$ cat src/rtl/seg7_pkg.sv
// Shared constants, types and state encoding for the 7-segment display path.
package seg7_pkg;

    localparam int unsigned NUM_DIGITS = 4;
    localparam int unsigned IDX_W      = 2;
    localparam int unsigned SEG_W      = 7;

    // Patterns are {a,b,c,d,e,f,g}, 1 = lit.
    localparam logic [SEG_W-1:0] SEG_0   = 7'b1111110;
    localparam logic [SEG_W-1:0] SEG_1   = 7'b0110000;
    localparam logic [SEG_W-1:0] SEG_2   = 7'b1101101;
    localparam logic [SEG_W-1:0] SEG_3   = 7'b1111001;
    localparam logic [SEG_W-1:0] SEG_4   = 7'b0110011;
    localparam logic [SEG_W-1:0] SEG_5   = 7'b1011011;
    localparam logic [SEG_W-1:0] SEG_6   = 7'b1011111;
    localparam logic [SEG_W-1:0] SEG_7   = 7'b1110000;
    localparam logic [SEG_W-1:0] SEG_8   = 7'b1111111;
    localparam logic [SEG_W-1:0] SEG_9   = 7'b1111011;
    localparam logic [SEG_W-1:0] SEG_A   = 7'b1110111;
    localparam logic [SEG_W-1:0] SEG_B   = 7'b0011111;
    localparam logic [SEG_W-1:0] SEG_C   = 7'b1001110;
    localparam logic [SEG_W-1:0] SEG_D   = 7'b0111101;
    localparam logic [SEG_W-1:0] SEG_E   = 7'b1001111;
    localparam logic [SEG_W-1:0] SEG_F   = 7'b1000111;
    localparam logic [SEG_W-1:0] SEG_OVF = 7'b0011101;
    localparam logic [SEG_W-1:0] SEG_OFF = 7'b0000000;

    typedef enum logic {
        SCAN_BLANK = 1'b0,
        SCAN_ON    = 1'b1
    } scan_state_t;

    typedef struct packed {
        logic [SEG_W-1:0] seg;
        logic             dp;
    } digit_t;

endpackage

$ cat src/rtl/seg7_refresh_timer.sv
// Digit-slot prescaler: flags the last cycle of a slot and whether the
// slot position reached on the next edge falls inside the blank interval.
module seg7_refresh_timer #(
    parameter int unsigned CLK_DIV      = 50000,
    parameter int unsigned BLANK_CYCLES = 500
) (
    input  logic clk,
    input  logic rst_n,
    output logic o_slot_end_c,
    output logic o_in_blank_c
);

    localparam int unsigned CNT_W = (CLK_DIV > 2) ? $clog2(CLK_DIV) : 1;

    logic [CNT_W-1:0] r_cnt;
    logic [CNT_W-1:0] w_cnt_next;

    assign o_slot_end_c = (r_cnt == CNT_W'(CLK_DIV - 1));
    assign w_cnt_next   = o_slot_end_c ? '0 : r_cnt + CNT_W'(1);
    // Looking one edge ahead lets the registered FSM land exactly on the count.
    assign o_in_blank_c = (32'(w_cnt_next) < BLANK_CYCLES);

    always_ff @(posedge clk or negedge rst_n) begin
        if (!rst_n) begin
            r_cnt <= '0;
        end else begin
            r_cnt <= w_cnt_next;
        end
    end

endmodule

$ cat src/rtl/seg7_scan_driver.sv
// 4-digit buffer and time-multiplexed common-anode scan with blank interval;
// every pin-facing output is registered.
module seg7_scan_driver
    import seg7_pkg::*;
#(
    parameter int unsigned CLK_DIV        = 50000,
    parameter int unsigned BLANK_CYCLES   = 500,
    parameter bit          SEG_ACTIVE_LOW = 1'b1,
    parameter bit          AN_ACTIVE_LOW  = 1'b1
) (
    input  logic                  clk,
    input  logic                  rst_n,
    input  logic                  wr_en,
    input  logic [IDX_W-1:0]      wr_addr,
    input  logic [SEG_W-1:0]      wr_seg,
    input  logic                  wr_dp,
    input  logic                  blank_all,
    output logic [SEG_W-1:0]      seg_out,
    output logic                  dp_out,
    output logic [NUM_DIGITS-1:0] an_out,
    output logic [IDX_W-1:0]      scan_idx,
    output logic                  frame_tick
);

    localparam logic [SEG_W-1:0]      SEG_MASK = {SEG_W{SEG_ACTIVE_LOW}};
    localparam logic [NUM_DIGITS-1:0] AN_MASK  = {NUM_DIGITS{AN_ACTIVE_LOW}};

    logic                  w_slot_end;
    logic                  w_in_blank;
    scan_state_t           r_state;
    scan_state_t           w_state_next;
    digit_t                r_buf [NUM_DIGITS];
    logic [IDX_W-1:0]      r_scan_idx;
    logic                  r_frame_tick;
    logic [SEG_W-1:0]      r_seg;
    logic                  r_dp;
    logic [NUM_DIGITS-1:0] r_an;
    logic                  w_lit;
    digit_t                w_digit;
    logic [NUM_DIGITS-1:0] w_an_on;
    logic [SEG_W-1:0]      w_seg_on;
    logic                  w_dp_on;

    seg7_refresh_timer #(
        .CLK_DIV      (CLK_DIV),
        .BLANK_CYCLES (BLANK_CYCLES)
    ) u_timer (
        .clk          (clk),
        .rst_n        (rst_n),
        .o_slot_end_c (w_slot_end),
        .o_in_blank_c (w_in_blank)
    );

    always_ff @(posedge clk or negedge rst_n) begin
        if (!rst_n) begin
            r_state <= SCAN_BLANK;
        end else begin
            r_state <= w_state_next;
        end
    end

    always_comb begin
        w_state_next = r_state;
        case (r_state)
            SCAN_BLANK: if (!w_in_blank) w_state_next = SCAN_ON;
            SCAN_ON:    if (w_in_blank)  w_state_next = SCAN_BLANK;
            default:    w_state_next = SCAN_BLANK;
        endcase
    end

    // Digit buffer and scan position.
    always_ff @(posedge clk or negedge rst_n) begin
        if (!rst_n) begin
            for (int i = 0; i < int'(NUM_DIGITS); i++) begin
                r_buf[i] <= '0;
            end
            r_scan_idx   <= '0;
            r_frame_tick <= 1'b0;
        end else begin
            if (wr_en) begin
                r_buf[wr_addr] <= {wr_seg, wr_dp};
            end
            if (w_slot_end) begin
                r_scan_idx <= r_scan_idx + IDX_W'(1);
            end
            r_frame_tick <= w_slot_end && (r_scan_idx == IDX_W'(NUM_DIGITS - 1));
        end
    end

    always_comb begin
        w_lit    = (r_state == SCAN_ON) && !blank_all;
        w_digit  = r_buf[r_scan_idx];
        w_an_on  = '0;
        w_seg_on = SEG_OFF;
        w_dp_on  = 1'b0;
        if (w_lit) begin
            w_an_on  = NUM_DIGITS'(1) << r_scan_idx;
            w_seg_on = w_digit.seg;
            w_dp_on  = w_digit.dp;
        end
    end

    // Polarity is applied as an XOR mask so reset lands on the inactive level.
    always_ff @(posedge clk or negedge rst_n) begin
        if (!rst_n) begin
            r_seg <= SEG_MASK;
            r_dp  <= SEG_ACTIVE_LOW;
            r_an  <= AN_MASK;
        end else begin
            r_seg <= w_seg_on ^ SEG_MASK;
            r_dp  <= w_dp_on ^ SEG_ACTIVE_LOW;
            r_an  <= w_an_on ^ AN_MASK;
        end
    end

    assign seg_out    = r_seg;
    assign dp_out     = r_dp;
    assign an_out     = r_an;
    assign scan_idx   = r_scan_idx;
    assign frame_tick = r_frame_tick;

endmodule

$ cat config.mk
export PLATFORM = sky130hd
export DESIGN_NAME = seg7_scan_driver
export DESIGN_NICKNAME = d
export VERILOG_FILES = /design/src/rtl/seg7_pkg.sv /design/src/rtl/seg7_refresh_timer.sv /design/src/rtl/seg7_scan_driver.sv
export SDC_FILE = /design/constraint.sdc
export NUM_CORES = 1
export LEC_CHECK = 0
export CAP_MARGIN = 20
export CORE_ASPECT_RATIO = 1.75
export CORE_MARGIN = 2
export CORE_UTILIZATION = 25
export DETAILED_ROUTE_END_ITERATION = 7
export PLACE_DENSITY = 0.48
export SLEW_MARGIN = 20
export SYNTH_ARGS = -nofsm -noshare
export SYNTH_HDL_FRONTEND = slang
export SYNTH_HIERARCHICAL = 1
export SYNTH_SLANG_ARGS = --single-unit
export TNS_END_PERCENT = 20
$ cat constraint.sdc
create_clock -name clk -period 2.35 [get_ports clk]
set_input_delay 0.47 -clock clk [delete_from_list [all_inputs] [get_ports clk]]
set_output_delay 0.47 -clock clk [all_outputs]
set_load 0.05 [all_outputs]
-- Yosys cells after proc, flatten, opt, wreduce, memory -nomap -nowiden
Cells that the tools add are included.
- register bits: 64
- logic and storage cells: 44
- bits in read-only memories: 0
- bits in latches: 0
- memories: 0
- RAM bits: 0
- magnitude comparators: 4
- reduce and logical (&&, ||, !) cells: 4
- shift operators: 1
- bitwise logic cells: 5
- mux-type cells: 11
- multipliers: 0
- divide/modulo/power cells: 0
- equal/unequal tests: 2
- add/subtract/negate cells: 2
- operators with widths (kind ; number):
    bitwise mux 32 bit ; 1
    two-way mux 8 bit ; 3
    adder 16 x 1 -> 16 bit (second input constant) ; 1
    binary-select mux 8 bit (select 2 bit) ; 1
    demux 8 bit (select 2 bit) ; 1
    equality test 16 bit (second input constant) ; 1
    < comparator 16 x 9 -> 1 bit (second input constant) ; 1
    two-way mux 16 bit ; 1
    two-way mux 7 bit ; 1
    NOT 7 bit ; 1
    >= comparator 3 bit (second input constant) ; 2
    NOT 2 -> 3 bit ; 2
    two-way mux 4 bit ; 1
    NOT 4 bit ; 1
    left shift 1 x 2 -> 4 bit (first input constant) ; 1
    logical AND 1 bit ; 3
    < comparator 3 x 1 -> 1 bit (second input constant) ; 1
    adder 2 x 1 -> 2 bit (second input constant) ; 1
    equality test 2 bit (second input constant) ; 1
    two-way mux 1 bit ; 2
    logical NOT 1 bit ; 1
    NOT 1 bit ; 1

-- Longest topological paths before layout
- word-level depth: 6
- depth in mapped cells: 7

-- By module
The synthesis kept the hierarchy.
- by module, submodules not included (module ; sequential area each (um2) ; times used ; area an instance (um2) ; cells each):
    seg7_scan_driver ; 1216.2 ; 1 ; 1956.9 ; 119
    seg7_refresh_timer ; 400.4 ; 1 ; 1009.7 ; 98

-- Least setup slack after synthesis
Ideal clock, no wire load.
- path type: register to register
- start: reg u_timer.r_cnt[0]
- end: reg r_state
- setup slack: 0.685 ns
- period minus slack after synthesis: 1.665 ns
- path buffers: 0
- cell stages (with the launch flop): 8
- arrival: 1.542 ns
- library setup time: 0.123 ns
- cells stage by stage: dfrtp_1 ha_1 and2_2 nand3_1 xor2_1 nor4b_2 nor4_2 inv_1
- cells in the longest elaborated chain, start to end: 4
- RTL lines (element ; line ; source):
    from (decl) ; seg7_refresh_timer.sv:15 ; logic [CNT_W-1:0] r_cnt;
    from (signal assigned) ; seg7_refresh_timer.sv:27 ; r_cnt <= w_cnt_next;
    adder 16 x 1 -> 16 bit or equality test 16 bit (tied branches) ; seg7_refresh_timer.sv:19, seg7_refresh_timer.sv:18 ;
    two-way mux 16 bit * ; seg7_refresh_timer.sv:19 ; assign w_cnt_next = o_slot_end_c ? '0 : r_cnt + CNT_W'(1);
    < comparator 16 x 9 -> 1 bit * ; seg7_refresh_timer.sv:21 ; assign o_in_blank_c = (32'(w_cnt_next) < BLANK_CYCLES);
    via w_in_blank ; seg7_scan_driver.sv:29 ; logic w_in_blank;
    two-way mux 1 bit * ; seg7_scan_driver.sv:65, seg7_scan_driver.sv:66 ;
    via w_state_next ; seg7_scan_driver.sv:31 ; scan_state_t w_state_next;
    to (signal assigned) ; seg7_scan_driver.sv:58 ; r_state <= w_state_next;
    to (decl) ; seg7_scan_driver.sv:30 ; scan_state_t r_state;
The timed path passes the listed nets; every way through them passes the cells marked *.
A chain may end at the register's enable or synchronous reset.

-- Worst setup path in the final report
- start: reg r_seg[0] (netlist: seg_out[0])
- end: out seg_out[0]
- RTL lines (element ; line ; source):
    from (decl) ; seg7_scan_driver.sv:35 ; logic [SEG_W-1:0] r_seg;
    from (signal assigned) ; seg7_scan_driver.sv:110 ; r_seg <= w_seg_on ^ SEG_MASK;
    to (decl) ; seg7_scan_driver.sv:18 ; output logic [SEG_W-1:0] seg_out,
No word-level cell between the ends.

==> summary.txt <==
Setup path
  – Critical-path cell list: clkdlybuf4s50_1
  – Combined buffer and inverter count along the critical path: 1
  – Cell family with most CP delay: buffers and inverters
  – Worst-path fanout max: 1
  – Data arrival time of the worst path: 1.64 ns
  – Startpoint class of the critical path: register
  – Critical path data required time: 1.88 ns
  – Longest individual stage delay on the worst path: 0.80 ns
  – Library cell contributing the largest single delay on the critical path: clkdlybuf4s50_1
  – Sort of element at the end of the critical path: output port
  – Setup CP Type: register to output port

Cells and area
  – Area of all placed cells without fillers: 3720 µm²
  – Utilization after layout: 32.2%
  – Growth of design area from synthesis to finish: 25.6%
  – Count of nets after finishing: 273
  – Share of post-route cells with drive strength above 1: 34.5%
  – Diodes inserted: 0
  – Number of standard cells in the layout, taps in and fillers out: 393

Place
  – Dpl hpwl: 4.47 mm
  – Worst setup slack before clock tree synthesis: 0.318 ns
  – Post-detailed-placement cell area: 3420 µm²
  – Cell count after placement: 378
  – Port buffer count: 28
  – Weighted congestion reported at the end of routability-driven placement: 0.778

CTS
  – Clk_lat worst skew: 0.33 ns
  – Clk root buf: clkbuf_16
  – Clock Path Buffers: 2
  – TritonCTS sink count: 64
  – H-tree levels: 3
  – Clock slew at reported path FFs: 0.05 ns
  – Number of buffers inserted for hold repair after clock tree synthesis: 0
  – Resized Gates After CTS: 0
  – TritonCTS clock tree: built
  – Cts bufs inserted: 9
  – Number of setup buffers added after CTS: 0

Logic synthesis
  – Net Count, Synth: 236
  – Synthesized area per cell: 13.7 µm²
  – Fraction of synthesis flops using an asynchronous set or reset pin: 100%
  – Dominant register cell in the synthesized netlist: dfrtp_1
  – Count of unique library cells instantiated by Yosys: 47
  – Instance count of the mapped netlist: 217
  – EDFF count, synth: 0
  – Area of the mapped netlist: 2970 µm²
  – Sequential area share after synthesis: 54.5%
  – Number of synthesized register bits: 64
  – Yosys warning total: 6

Global routing
  – Wire length of the first global-routing pass: 10.5 mm
  – Antenna violations before repair: 0
  – Number of global-route vias before repair: 2006
  – Maximum number of pins on one net before global-route repair: 47
  – Tot GR Track Use: 11.1%
  – Gr ovfl total: 0

Min path
  – Class of the worst hold path: input pin to asynchronous set/reset pin

STA
  – Final-report hold violation count: 0
  – Worst rel slew slack: 66.6%
  – Unrepaired setup endpoints after global routing: false
  – Transition time at the pin with the least slew margin: 0.500 ns
  – Final Slew Violations: 0
  – Clock period minus final worst setup slack: 2.11 ns
  – Final sum of negative setup slack: 0 ns
  – Period Utilization, post-route: 89.9%
  – Final setup vio count: 0
  – Highest achievable clock rate: 473 MHz
  – Clock skew: 0.00694 ns
  – Final worst slack: 0.238 ns

Route
  – Number of detailed-routing iterations run before antenna repair: 4
  – Highest routed metal layer: met4
  – Number of DRC violations after detailed routing: 0
  – Total vias in the final route: 1793
  – Routed wl met2: 3.36 mm
  – M1 WL: 2.59 mm
  – Initial drt markers: 59
  – Wire length reported by the detailed router: 6.27 mm
  – Antenna viol nets, final: 0
  – Routed wire per std cell: 16.0 µm
  – Wire length on met3: 156 µm
  – Via density per instance: 4.56

Die
  – Floorplan die width: 86.3 µm
  – Die Y: 148 µm
  – Die area: 12800 µm²
  – Total number of placement rows: 52
  – Number of top-level pins: 29
  – Placeable core region: 11600 µm²
  – Starting Density: 25.6%

Power and ir drop
  – Total leakage power: 1.55 nW
  – VDD IR-drop max: 0.523 mV
  – Total power per unit cell area: 758 nW/µm²

Run status
  – Run status: complete, no violations

Flow run
  – Max Cap Violations: 0
## where the power goes
part	leakage, nW	internal (mW)	switching (mW)	total [mW]
clock	0.148	0.901	0.453	1.35
sequential	0.770	1.21	0.0495	1.26
combinational	0.630	0.138	0.0722	0.210
## per-layer routing
layer,vias up,global-route usage [%]
met5,-,0
met4,0,6.41
met3,11,3.11
met2,29,18.4
met1,897,12.5
li1,856,-
## synth_stat cells (2+ instances only)
cell	count	area share, %
a21oi_1	2	0.34
and2_1	2	0.42
and3_1	3	0.63
and4_1	2	0.59
and4bb_1	2	0.84
buf_2	4	0.67
clkbuf_1	2	0.25
dfrtp_1	52	44
dfstp_2	12	11
ha_1	5	2.1
inv_1	4	0.51
mux2_2	32	12
mux2i_1	2	0.67
mux4_2	8	6.1
nand2_1	18	2.3
nand3_1	6	1.0
nand3b_2	2	0.76
nand4_1	4	0.84
nor2_1	11	1.4
nor2b_1	2	0.42
nor4b_2	2	1.0
xnor2_1	8	2.4
xor2_1	8	2.4
## flip-flops by register name (all words and copies together), names as in the netlist
| signal | count |
|---|---|
| r_state | 1 |
| seg_out | 7 |
| u_timer/r_cnt | 16 |
| frame_tick | 1 |
| dp_out | 1 |
| an_out | 4 |
| r_buf | 32 |
| scan_idx | 2 |
## final timing paths
path	from	end	slack (ns)	cells after the start
min	rst_n	u_timer/r_cnt[6]$_DFF_PN0_	0.10	1
max reg2reg	u_timer/r_cnt[0]$_DFF_PN0_	r_state$_DFF_PN0_	0.53	7
min reg2reg	r_buf[13]$_DFFE_PN0P_	r_buf[13]$_DFFE_PN0P_	0.50	1
max	seg_out[0]$_DFF_PN1_	seg_out[0]	0.24	1
min in group clk	r_buf[13]$_DFFE_PN0P_	r_buf[13]$_DFFE_PN0P_	0.50	1
max in group asynchronous	rst_n	an_out[3]$_DFF_PN1_	1.58	2
## metrics by stage
step | hold slack, ns | power [mW]
6_report | 0.102 | 2.82
5_1_grt | 0.119 | 2.96
4_1_cts | 0.101 | 2.87
3_5_place_dp | 0.460 | 1.49
3_3_place_gp | 0.454 | 1.48
2_1_floorplan | 0.174 | 1.40
## placed cells by master, fill, tap and decap left out, types with 2 or more instances in the layout
cell,n
a21oi_1,2
and2_1,2
and3_1,3
and4_1,2
and4bb_1,2
buf_4,6
clkbuf_16,9
clkbuf_8,3
clkdlybuf4s50_1,25
dfrtp_1,52
dfstp_2,12
ha_1,5
inv_1,4
mux2_2,32
mux2i_1,2
mux4_2,8
nand2_1,18
nand3_1,6
nand3b_2,2
nand4_1,4
nor2_1,11
nor2b_1,2
nor4b_2,2
xnor2_1,8
xor2_1,8
## logic make-up (layout without fill, tap and decap cells)
family | Yosys count | count (layout) | share of synthesized area [%]
fa+ha+maj | 5 | 5 | 2.11
buf+inv | 11 | 52 | 1.81
simple gates | 65 | 65 | 14.2
compound gates | 14 | 14 | 3.80
flops | 64 | 64 | 54.5
mux | 42 | 42 | 18.9
xor+xnor | 16 | 16 | 4.72
## final cells by class
cell class / count / area (µm²)
Clock buffer: 13 / 270
Clock inverter: 2 / 37.5
Fill cell: 1157 / 7860
Inverter: 4 / 15.0
Multi-Input combinational cell: 142 / 1300
Sequential cell: 64 / 1620
Tap cell: 135 / 169
Timing Repair Buffer: 33 / 320
(Power assumes the default switching activity.)
